## src/rtl/program_loader.sv

```systemverilog
`default_nettype none
// ============================================================================
// Module      : program_loader
// Description : Receives a framed program image from a byte stream (UART),
//               writes the payload into program memory and holds the core in
//               reset until a load completes with a valid checksum.
//               Frame: A5, LEN_LO, LEN_HI, LEN payload bytes, CHK (sum mod 256).
// Revision    : 1.0 - initial release
// ============================================================================
module program_loader #(
    parameter int unsigned MEM_BYTES      = 1024,
    parameter int unsigned TIMEOUT_CYCLES = 1000000
) (
    input  logic        clk,
    input  logic        reset,
    input  logic        rx_valid,
    input  logic [7:0]  rx_data,
    output logic        write_enable,
    output logic [7:0]  write_data,
    output logic [31:0] write_address,
    output logic        cpu_hold,
    output logic        busy,
    output logic        load_done,
    output logic        load_error
);

    localparam logic [7:0] c_MAGIC = 8'hA5;

    typedef enum logic [2:0] {
        S_IDLE   = 3'd0,
        S_LEN_LO = 3'd1,
        S_LEN_HI = 3'd2,
        S_DATA   = 3'd3,
        S_CHECK  = 3'd4
    } state_t;

    state_t      r_state;
    logic [15:0] r_len;
    logic [16:0] r_index;
    logic [7:0]  r_checksum;
    logic [31:0] r_timer;

    logic [15:0] w_len_rx;
    logic        w_len_too_big;
    logic        w_last_byte;
    logic        w_timeout;

    // Full length as it becomes known while the high byte is being received
    assign w_len_rx      = {rx_data, r_len[7:0]};
    assign w_len_too_big = ({16'd0, w_len_rx} > MEM_BYTES);
    // The byte being accepted is payload byte LEN-1
    assign w_last_byte   = ((r_index + 17'd1) == {1'b0, r_len});
    // Inter-byte gap has run out; an arriving byte always wins over the timeout
    assign w_timeout     = (r_state != S_IDLE) && !rx_valid &&
                           (r_timer == TIMEOUT_CYCLES - 32'd1);

    // Idle-gap counter: cleared by every byte and whenever the loader is idle
    always_ff @(posedge clk) begin
        if (reset) begin
            r_timer <= 32'd0;
        end else if (rx_valid || (r_state == S_IDLE)) begin
            r_timer <= 32'd0;
        end else begin
            r_timer <= r_timer + 32'd1;
        end
    end

    // Frame parser, memory write port and status outputs (all registered)
    always_ff @(posedge clk) begin
        if (reset) begin
            r_state       <= S_IDLE;
            r_len         <= 16'd0;
            r_index       <= 17'd0;
            r_checksum    <= 8'd0;
            write_enable  <= 1'b0;
            write_data    <= 8'd0;
            write_address <= 32'd0;
            cpu_hold      <= 1'b0;
            busy          <= 1'b0;
            load_done     <= 1'b0;
            load_error    <= 1'b0;
        end else begin
            write_enable <= 1'b0;
            load_done    <= 1'b0;
            load_error   <= 1'b0;
            if (rx_valid) begin
                case (r_state)
                    S_IDLE: begin
                        // Anything but the magic byte is line noise here
                        if (rx_data == c_MAGIC) begin
                            r_state  <= S_LEN_LO;
                            cpu_hold <= 1'b1;
                            busy     <= 1'b1;
                        end
                    end
                    S_LEN_LO: begin
                        r_len[7:0] <= rx_data;
                        r_state    <= S_LEN_HI;
                    end
                    S_LEN_HI: begin
                        r_len[15:8] <= rx_data;
                        r_index     <= 17'd0;
                        r_checksum  <= 8'd0;
                        if (w_len_too_big) begin
                            // Image cannot fit: reject before touching memory
                            load_error <= 1'b1;
                            busy       <= 1'b0;
                            r_state    <= S_IDLE;
                        end else if (w_len_rx == 16'd0) begin
                            r_state <= S_CHECK;
                        end else begin
                            r_state <= S_DATA;
                        end
                    end
                    S_DATA: begin
                        write_enable  <= 1'b1;
                        write_data    <= rx_data;
                        write_address <= 32'(r_index);
                        r_index       <= r_index + 17'd1;
                        r_checksum    <= r_checksum + rx_data;
                        if (w_last_byte) begin
                            r_state <= S_CHECK;
                        end
                    end
                    S_CHECK: begin
                        // Release the core only on a matching checksum
                        if (rx_data == r_checksum) begin
                            load_done <= 1'b1;
                            cpu_hold  <= 1'b0;
                        end else begin
                            load_error <= 1'b1;
                        end
                        busy    <= 1'b0;
                        r_state <= S_IDLE;
                    end
                    default: begin
                        busy    <= 1'b0;
                        r_state <= S_IDLE;
                    end
                endcase
            end else if (w_timeout) begin
                // Stalled sender: abandon the frame, keep the core held
                load_error <= 1'b1;
                busy       <= 1'b0;
                r_state    <= S_IDLE;
            end
        end
    end

endmodule
`default_nettype wire

```

## config.mk

```make
export PLATFORM = sky130hd
export DESIGN_NAME = program_loader
export DESIGN_NICKNAME = d
export VERILOG_FILES = /design/src/rtl/program_loader.sv
export SDC_FILE = /design/constraint.sdc
export NUM_CORES = 1
export LEC_CHECK = 0
export CELL_PAD_IN_SITES_DETAIL_PLACEMENT = 1
export CELL_PAD_IN_SITES_GLOBAL_PLACEMENT = 2
export CORE_MARGIN = 2
export CORE_UTILIZATION = 34
export DETAILED_ROUTE_END_ITERATION = 8
export PLACE_DENSITY = 0.79
export SLEW_MARGIN = 20
export SYNTH_ARGS = -nofsm -noshare
export SYNTH_HDL_FRONTEND = slang
export SYNTH_SLANG_ARGS = --single-unit
```

## constraint.sdc

```tcl
create_clock -name clk -period 3.95 [get_ports clk]
set_input_delay 1.185 -clock clk [delete_from_list [all_inputs] [get_ports clk]]
set_output_delay 1.185 -clock clk [all_outputs]
set_load 0.005 [all_outputs]
```

==> Word level (Yosys, flattened, before mapping) <==
Index checks and enable logic that the tools add are counted.
{ "classes": {"add_sub_neg": 3, "mul": 0, "div_mod_pow": 0, "magnitude_cmp": 1, "eq_ne": 14, "shifts": 0, "muxes": 23, "n_bitwise": 2, "reduce_logical": 21} }
{ "op_table": {"columns": ["cell", "count"], "rows": [
  ["one-hot mux 17 bit (2 select lines)", 1],
  ["adder 32 x 1 -> 32 bit, second input constant", 1],
  ["equality test 32 x 20 -> 1 bit, second input constant", 1],
  ["2-to-1 mux 3 bit", 6],
  ["adder 17 x 1 -> 17 bit, second input constant", 1],
  ["equality test 17 x 16 -> 1 bit", 1],
  ["greater-than comparator 16 x 11 -> 1 bit, second input constant", 1],
  ["logical NOT 16 bit", 1],
  ["one-hot mux 8 bit (2 select lines)", 1],
  ["one-hot mux 3 bit (4 select lines)", 1],
  ["2-to-1 mux 1 bit", 11],
  ["adder 8 bit", 1],
  ["equality test 8 bit", 1],
  ["equality test 8 bit, second input constant", 1],
  ["AND reduction 2 bit", 4],
  ["AND reduction 4 bit", 2],
  ["equality test 3 x 2 -> 1 bit, second input constant", 2],
  ["inequality test 3 bit, second input constant", 2],
  ["nonzero test 2 bit", 3],
  ["OR reduction 2 bit", 3],
  ["inequality test 2 bit, second input constant", 2],
  ["one-hot mux 1 bit (2 select lines)", 2],
  ["equality test 3 x 1 -> 1 bit, second input constant", 1],
  ["equality test 3 bit, second input constant", 1],
  ["11 further kinds", 13]
]} }
{ "totals": {"regBits": 106, "latch_bits": 0, "ramBits": 0, "romBits": 0, "inputBits": 11, "output_inout_bits": 45, "word_cells": 77, "mem_count": 0} }

==> Longest topological paths before layout <==
Gate-level depths: netlist of run 1.
{ "logic_depth": {"depth_word": 5, "ltp_mapped": 9, "mapped_depth_nobuf": 8} }

==> Worst setup path before layout of run 1 <==
Ideal clock, no wire load.
{ "synth_timing": {"kind": "input to register", "start": "input rx_data[1]", "end": "register r_checksum[7]", "setup_ps": 79, "arrival_time_ps": 3052, "required_ps": 3871, "path_slack_ps": 819, "stages": 8, "n_path_buf": 0, "cell_sequence": "ha_1 > a21o_1 > a21oi_1 > o21bai_1 > a2111oi_0 > nor3b_1 > or4b_1 > o211ai_1"} }
{ "synth_via": {"elab_chain_len": 2} }
{ "synth_rtl": {"columns": ["element", "line_no", "text"], "rows": [
  ["start, declared", "17", "input logic [7:0] rx_data,"],
  ["adder 8 bit", "120", "r_checksum <= r_checksum + rx_data;"],
  ["one-hot mux 8 bit (2 select lines)", "87", "case (r_state)"],
  ["end signal, assigned", "120", null],
  ["end, declared", "40", "logic [7:0] r_checksum;"]
]} }
No other way between the ends.
A chain may end at the register's enable or synchronous reset.

==> Worst setup path in the final report of run 1 <==
Same ends and word-level chain as after synthesis.

==> results of run 1 <==
[cell usage in the layout (no fill, tap or decap), drive strengths merged, types with 11 or more instances in the layout]
master | Yosys | layout
buf | 26 | 12
xnor2 | 28 | 28
nor2 | 72 | 72
inv | 11 | 12
nand2 | 104 | 104
clkdlybuf4s50 | 0 | 39
dfxtp | 106 | 106
xor2 | 23 | 23
mux2i | 13 | 13
o21ai | 29 | 29
nand4 | 11 | 11
a21oi | 53 | 53
conb | 1 | 15
nor4 | 14 | 14
nand3 | 23 | 23
[flip-flops by register name, indices dropped and copies added (netlist names), 3 cells and up]
signal         cells
r_timer           32
r_index           17
write_address     17
r_len             16
r_checksum         8
write_data         8
r_state            3
[metrics by stage]
step / power [µW] / util [%]
final: 2160 / 40.5
after global routing: 2250 / 40.5
after CTS: 2190 / 40.5
after detailed placement: 1250 / 38.5
after global placement: 1240 / 38.5
after floorplan: 1210 / -
[worst paths after layout]
path / start / to / slack [ns] / depth (start not counted)
hold / removal: write_address[4] / write_address[4] / 0.45 / 2
setup reg to reg: r_index[4] / r_state[1] / 0.66 / 7
hold reg to reg: write_address[4] / write_address[4] / 0.45 / 2
setup / recovery: rx_data[1] / r_checksum[7] / 0.50 / 9
[logic make-up (layout without fill, tap and decap cells)]
kind of cell / after synthesis / in the layout / share of synthesized area [%]
muxes: 13 / 13 / 2.43
other: 1 / 15 / 0.0699
DFF: 106 / 106 / 39.6
xor gates and xnor gates: 51 / 51 / 8.33
adders and majority gates: 10 / 10 / 2.47
buffers and inverters: 61 / 77 / 5.60
and+or+nand+nor: 283 / 283 / 27.3
AOI/OAI and AO/OA: 123 / 123 / 14.3
[cell type report]
type                    instances  area (µm²)
clock buffers                  10         239
clock inverters                 5        63.8
fillers                      1852        9110
inverters                      11        41.3
multi-input cells             495        3000
flip-flops and latches        106        2120
well taps                     211         264
repair buffers                 51         478
[layer usage]
metal / GRT usage [%] / share of wire (%)
met5: 0 / 0
met4: 6.51 / 1.5
met2: 30.0 / 46
met1: 24.8 / 49
met3: 2.77 / 2.9
[power by group through the flow]
stage	registers, µW	logic (µW)	clock network (µW)
after floorplan	1110	94.9	0
after global placement	1120	124	0
after detailed placement	1120	129	0
after CTS	1090	129	968
after global routing	1090	142	1010
final	1090	128	939
[critical path, cell delays in order]
cell and delay (ns):
clkdlybuf4s50_1 0.43, ha_1 0.32, a21o_1 0.16, a21oi_1 0.22, o21bai_1 0.12, a2111oi_0 0.57
nor3b_1 0.14, or4b_1 0.50, o211ai_1 0.09
==> reports/metrics.csv, run 1 <==
stage;metric;value;unit
outcome;outcome;finished clean;
yosys;Most used DFF post-synth;dfxtp_1;
yosys;Avg Cell Area, Syn;8.28;µm²
timing;Final Hold Fails;0;
global_route;initial antenna violation count;0;
floorplan;core area;15300;µm²
yosys;Yosys reg bits;106;
timing;Hold WS;0.453;ns
cells_and_area;synth-to-layout area growth;15.7;%
routing;total detailed-routing wirelength;14800;µm
power;sequential power share;50.6;%
timing;Rel. slew slack;58.4;%
floorplan;die area;16800;µm²
place;pre-CTS WS;0.152;ns
yosys;ys async rst share;0;%
yosys;most frequent cell after synthesis;dfxtp_1;
global_route;All-Layer GR Usage;18.4;%
floorplan;IO Pins;56;
timing;RSZ-0062 raised after global routing;false;
routing;DRT antenna net count;0;
timing;final setup vio count;0;
timing;fin. max-slew vios;0;
timing;total negative slack;0;ns
floorplan;Die Ht;130;µm
yosys;top cells by area, synth;dfxtp_1 (40%), nand2_1 (7.2%), nor2_1 (5.0%);
yosys;Synth Instances;648;
cells_and_area;final non-filler cell area;6200;µm²
yosys;Cell variety after synth;68;
floorplan;Initial Utilization;35.0;%
power;Internal;1640;µW
timing;skew final;0.0113;ns
power;Pleak;0.00213;µW
routing;Via density;5.17;
yosys;Yosys warning total;0;
routing;number of DRC markers in iteration 0;215;
setup_path;crit path kind;primary input to flop;
clocking;Clock Latency Late Sink;0.36;ns
floorplan;Die Span X;130;µm
clocking;clock transition at the registers of the reported paths;0.08;ns
clocking;TritonCTS clock tree;yes;
floorplan;row count;45;
global_route;vias in the first global route;4679;
routing;drt wl/cell;16.6;µm
yosys;post-synth top area cell;dfxtp_1;
cells_and_area;Antenna Cells;0;
timing;Final period util;87.3;%
power;Net Sw Frac;24.1;%
power;Logic pwr share;5.9;%
routing;final routed DRC violation total;0;
cells_and_area;final non-filler cell total;889;
global_route;gr ovfl total;0;
power;PwrDens;348;nW/µm²
timing;Min Clock Period, post-route;3.45;ns
clocking;H-Tree Depth;3;
hold_path;Hold WC Path Type;flop to flop;
place;Port Buffer Count;40;
place;dpl hpwl;10600;µm
timing;final worst slack;0.501;ns
setup_path;crit-path max FO;2;
clocking;TritonCTS Buffers;9;
clocking;Clock Tree Root;clkbuf_16;
power;switching power;521;µW
yosys;Mapped Area;5360;µm²
routing;DRT Pass-1 Iters;6;
routing;via count;4598;
yosys;Post-synth EDFFs;0;
clocking;post_cts resized;0;
place;dpl cells;874;
timing;max frequency;290;MHz
setup_path;crit path capture type;flop;
clocking;CTS max path bufs;2;
cells_and_area;Post-layout nets;695;
setup_path;CP startpoint kind;primary input;
setup_path;Worst EP required;4.24;ns
global_route;first-pass GRT wire length;24200;µm
place;placed inst area;5900;µm²
global_route;largest net degree at the start of global routing;54;
cells_and_area;layout cell share with drive strength beyond 1;7.67;%
setup_path;critical path data arrival time;3.74;ns
power;power share of the clock group;43.5;%
clocking;number of post-CTS setup repair buffers;0;
timing;worst-margin pin slew;0.608;ns
clocking;# hold bufs at CTS;0;
run;Max-cap violations;0;
yosys;Seq/Total Area, Yosys;39.6;%
yosys;most instantiated cells after synthesis;dfxtp_1 (106), nand2_1 (103), nor2_1 (72), a21oi_1 (53);
yosys;Synth top area share;39.6;%
clocking;CTS sink cnt;106;
place;GP Congestion;0.843;
power;worst vdd ir;0.000168;V
(Power assumes the default switching activity.)
==> run 2: changes to the inputs <==
- MAX_ROUTING_LAYER: unset -> met4
==> reports/metrics.csv, run 2 (synthesis results as in run 1) <==
stage;metric;value;unit
routing;DRT Pass-1 Iters;4;
timing;RSZ-0062 raised after global routing;false;
place;dpl hpwl;10600;µm
cells_and_area;Antenna Cells;0;
cells_and_area;commonest non-fill, non-tap cell in the layout;dfxtp_1;
timing;total negative slack;0;ns
clocking;TritonCTS clock tree;yes;
timing;Final period util;87.4;%
global_route;largest net degree at the start of global routing;54;
clocking;H-Tree Depth;3;
setup_path;reg2reg setup slack;0.71;ns
clocking;CTS sink cnt;106;
power;Pleak;0.00213;µW
outcome;outcome;finished clean;
routing;number of DRC markers in iteration 0;203;
global_route;first-pass GRT wire length;24200;µm
global_route;vias in the first global route;4669;
timing;skew final;0.0118;ns
power;Total Power;2160;µW
floorplan;Initial Utilization;35.0;%
routing;final routed DRC violation total;0;
hold_path;min-delay src;write_address[4];
cells_and_area;final non-filler cell total;889;
cells_and_area;area taken by multi-input logic gates;3000;µm²
setup_path;reg-to-reg startpoint;r_index[4];
cells_and_area;Top Registers;r_timer: 32 flops, r_index: 17 flops, write_address: 17 flops;
setup_path;crit path kind;primary input to flop;
clocking;post_cts resized;0;
global_route;All-Layer GR Usage;19.0;%
routing;via count;4591;
clocking;TritonCTS Buffers;9;
clocking;CTS max path bufs;2;
global_route;gr ovfl total;0;
floorplan;IO Pins;56;
floorplan;die area;16800;µm²
hold_path;hold path depth;2;
place;GP Congestion;0.856;
timing;Final Hold Fails;0;
setup_path;Critical Path Start;rx_data[1];
cells_and_area;# fillers;1852;
floorplan;Die Span X;130;µm
clocking;clock transition at the registers of the reported paths;0.08;ns
cells_and_area;sequential cell area;2120;µm²
setup_path;R2R depth;7;
routing;DRT antenna net count;0;
timing;fin. max-slew vios;0;
cells_and_area;most frequent cells in the layout;dfxtp_1 (106), nand2_1 (103), nor2_1 (71);
place;Port Buffer Count;40;
routing;total detailed-routing wirelength;14800;µm
clocking;# hold bufs at CTS;0;
setup_path;critical path data arrival time;3.74;ns
hold_path;Hold WC Path Type;flop to flop;
cells_and_area;layout cell share with drive strength beyond 1;7.67;%
routing;drt wl/cell;16.6;µm
timing;final setup vio count;0;
floorplan;core area;15300;µm²
timing;max frequency;290;MHz
setup_path;CP startpoint kind;primary input;
cells_and_area;max reg flops;32;
timing;Min Clock Period, post-route;3.45;ns
cells_and_area;synth-to-layout area growth;15.7;%
clocking;number of post-CTS setup repair buffers;0;
place;dpl cells;874;
cells_and_area;register bank with the most flops;r_timer;
run;Max-cap violations;0;
setup_path;Worst EP required;4.24;ns
floorplan;Die Ht;130;µm
setup_path;crit path capture type;flop;
clocking;Clock Latency Late Sink;0.36;ns
power;PwrDens;348;nW/µm²
cells_and_area;fin util;40.5;%
setup_path;crit-path max FO;2;
cells_and_area;Post-layout nets;695;
clocking;Clock Tree Root;clkbuf_16;
floorplan;row count;45;
power;worst vdd ir;0.000167;V
timing;worst-margin pin slew;0.608;ns
routing;Via density;5.16;
timing;Rel. slew slack;58.4;%
global_route;initial antenna violation count;0;
==> run 2: cell counts in the layout (fill, tap and decap cells not counted) <==
No cell type changed its count.
==> run 2: critical path, cell delays in order <==
cell,delay [ns]
clkdlybuf4s50_1,0.43
ha_1,0.32
a21o_1,0.16
a21oi_1,0.22
o21bai_1,0.12
a2111oi_0,0.57
nor3b_1,0.14
or4b_1,0.50
o211ai_1,0.09
==> run 2: stage by stage <==
| stage | hold WS [ns] | worst slack [ns] | instance area [µm²] |
|---|---|---|---|
| 2_1_floorplan | 0.429 | 0.819 | 5420 |
| 3_3_place_gp | 0.444 | 0.197 | 5900 |
| 3_5_place_dp | 0.449 | 0.152 | 5900 |
| 4_1_cts | 0.458 | 0.512 | 6200 |
| 5_1_grt | 0.479 | 0.265 | 6200 |
| 6_report | 0.454 | 0.499 | 6200 |
==> run 2: final timing paths <==
| path | end |
|---|---|
| setup / recovery | r_checksum[7] |
| hold / removal | write_address[4] |
| setup reg to reg | r_state[1] |
| hold reg to reg | write_address[4] |
==> run 2: cell type report <==
class	instances	share of cell area [%]
Clock buffer	10	3.85
Clock inverter	5	1.03
Inverter	11	0.665
Multi-Input combinational cell	495	48.3
Sequential cell	106	34.2
Tap cell	211	4.25
Timing Repair Buffer	51	7.70
==> run 2: metal layers <==
metal	track usage [%]	share of wire [%]	vias to the layer above
met5	-	0	-
met4	6.51	1.4	0
met3	2.64	2.5	14
met2	30.0	46	61
met1	24.9	50	2253
li1	-	-	2263
==> run 2: power breakdown <==
part / switching [µW] / leakage [µW] / total (µW) / internal [µW]
clock: 429 / 0.000139 / 939 / 510
combinational: 78.3 / 0.00114 / 128 / 50.0
sequential: 14.5 / 0.000855 / 1090 / 1080
==> run 3: changes to the inputs <==
- REMOVE_ABC_BUFFERS: unset -> 1
==> reports/metrics.csv, run 3 (synthesis results as in run 1) <==
stage;metric;value;unit
global_route;largest net degree at the start of global routing;46;
cells_and_area;final non-filler cell total;889;
floorplan;core area;15300;µm²
floorplan;row count;45;
setup_path;Worst EP required;4.23;ns
timing;fin. max-slew vios;0;
cells_and_area;Top Registers;r_timer: 32 flops, r_index: 17 flops, write_address: 17 flops;
power;sequential power share;53.0;%
setup_path;reg-to-reg startpoint;r_index[3];
floorplan;Die Ht;130;µm
cells_and_area;synth-to-layout area growth;15.2;%
global_route;vias in the first global route;4785;
clocking;CTS max path bufs;2;
place;dpl cells;876;
timing;final setup vio count;0;
timing;Min Clock Period, post-route;3.56;ns
hold_path;Hold WC Path Type;flop to flop;
place;Port Buffer Count;40;
power;Pleak;0.00213;µW
power;PwrDens;334;nW/µm²
routing;via count;4566;
setup_path;reg2reg setup slack;1.09;ns
timing;Final period util;90.2;%
cells_and_area;final non-filler cell area;6180;µm²
timing;RSZ-0062 raised after global routing;false;
hold_path;hold path depth;2;
setup_path;crit-path max FO;2;
power;power share of the clock group;40.7;%
setup_path;CP peak stage delay;0.60;ns
setup_path;R2R depth;7;
floorplan;Die Span X;130;µm
clocking;Clock Tree Root;clkbuf_16;
routing;DRT antenna net count;0;
power;Logic pwr share;6.3;%
power;worst vdd ir;0.000194;V
cells_and_area;most frequent cells in the layout;dfxtp_1 (106), nand2_1 (103), nor2_1 (71);
timing;Final Hold Fails;0;
setup_path;Worst path slowest cell;a2111oi_0;
routing;Via density;5.14;
clocking;# hold bufs at CTS;0;
clocking;clock transition at the registers of the reported paths;0.07;ns
cells_and_area;Post-layout nets;697;
floorplan;IO Pins;56;
global_route;first-pass GRT wire length;24100;µm
cells_and_area;fin util;40.3;%
clocking;TritonCTS clock tree;yes;
setup_path;cells along the critical path;clkdlybuf4s50_1, ha_1, a21o_1, a21oi_1, o21bai_1, a2111oi_0, nor3b_1, or4b_1, o211ai_1;
power;Net Sw Frac;23.3;%
timing;total negative slack;0;ns
setup_path;Critical R2R Capture;r_state[2];
cells_and_area;register bank with the most flops;r_timer;
setup_path;crit path capture type;flop;
setup_path;critical path data arrival time;3.84;ns
setup_path;crit path kind;primary input to flop;
clocking;number of post-CTS setup repair buffers;0;
clocking;Clock Latency Late Sink;0.35;ns
routing;total detailed-routing wirelength;14500;µm
outcome;outcome;finished clean;
routing;drt wl/cell;16.3;µm
run;Max-cap violations;0;
floorplan;die area;16800;µm²
floorplan;Initial Utilization;35.0;%
routing;final routed DRC violation total;0;
timing;Rel. slew slack;57.6;%
power;switching power;479;µW
hold_path;hold endpoint;write_address[13];
timing;skew final;0.00720;ns
place;placed inst area;5920;µm²
global_route;All-Layer GR Usage;18.7;%
global_route;initial antenna violation count;0;
timing;max frequency;281;MHz
cells_and_area;max reg flops;32;
place;dpl hpwl;10400;µm
hold_path;min-delay src;write_address[13];
clocking;TritonCTS Buffers;9;
clocking;CTS sink cnt;106;
cells_and_area;Antenna Cells;0;
power;Internal;1580;µW
timing;worst-margin pin slew;0.620;ns
global_route;gr ovfl total;0;
clocking;post_cts resized;0;
setup_path;CP startpoint kind;primary input;
place;GP Congestion;0.804;
cells_and_area;commonest non-fill, non-tap cell in the layout;dfxtp_1;
routing;number of DRC markers in iteration 0;162;
routing;DRT Pass-1 Iters;4;
cells_and_area;layout cell share with drive strength beyond 1;7.37;%
clocking;H-Tree Depth;3;
## run 3: worst max-delay path, delay by kind of cell
kind | cells | cell delay (ns)
compound gates | 5 | 1.22
simple gates | 2 | 0.66
buf+inv | 1 | 0.44
fa+ha+maj | 1 | 0.33
## run 3: power by group through the flow
| stage | logic [µW] | clock network, µW | registers (µW) |
|---|---|---|---|
| floorplan | 70.2 | 0 | 1110 |
| global placement | 126 | 0 | 1120 |
| detailed placement | 130 | 0 | 1120 |
| CTS | 131 | 870 | 1090 |
| global route | 145 | 904 | 1090 |
| finish | 129 | 840 | 1090 |
## run 3: area by class of cell
class | instances | area (µm²)
Tap cell | 211 | 264
Clock buffer | 13 | 260
Timing Repair Buffer | 53 | 493
Multi-Input combinational cell | 495 | 3000
Fill cell | 1849 | 9140
Inverter | 11 | 41.3
Sequential cell | 106 | 2120
## run 3: how the worst max path moves through the flow
stage                     slack, ns            end  startpoint
final                          0.39  r_checksum[7]  rx_data[1]
after global routing           0.13  r_checksum[7]  rx_data[1]
after CTS                      0.40  r_checksum[7]  rx_data[1]
after detailed placement       0.06  r_checksum[7]  rx_data[1]
after global placement         0.22  r_checksum[7]  rx_data[1]
after floorplan                0.33  r_checksum[7]    rx_valid
## run 3: metal layers
metal	GRT usage [%]	up-vias	share of wire [%]
met4	6.89	0	1.9
met1	23.5	2207	48
met5	-	-	0
li1	-	2269	-
met2	31.0	68	47
met3	2.27	22	2.6
## run 3: through the flow
stage	hold slack [ns]	setup slack (ns)	total power (µW)
after CTS	0.458	0.399	2090
final	0.455	0.389	2060
after detailed placement	0.451	0.0576	1250
after global routing	0.478	0.134	2140
after global placement	0.441	0.216	1240
after floorplan	0.429	0.331	1180
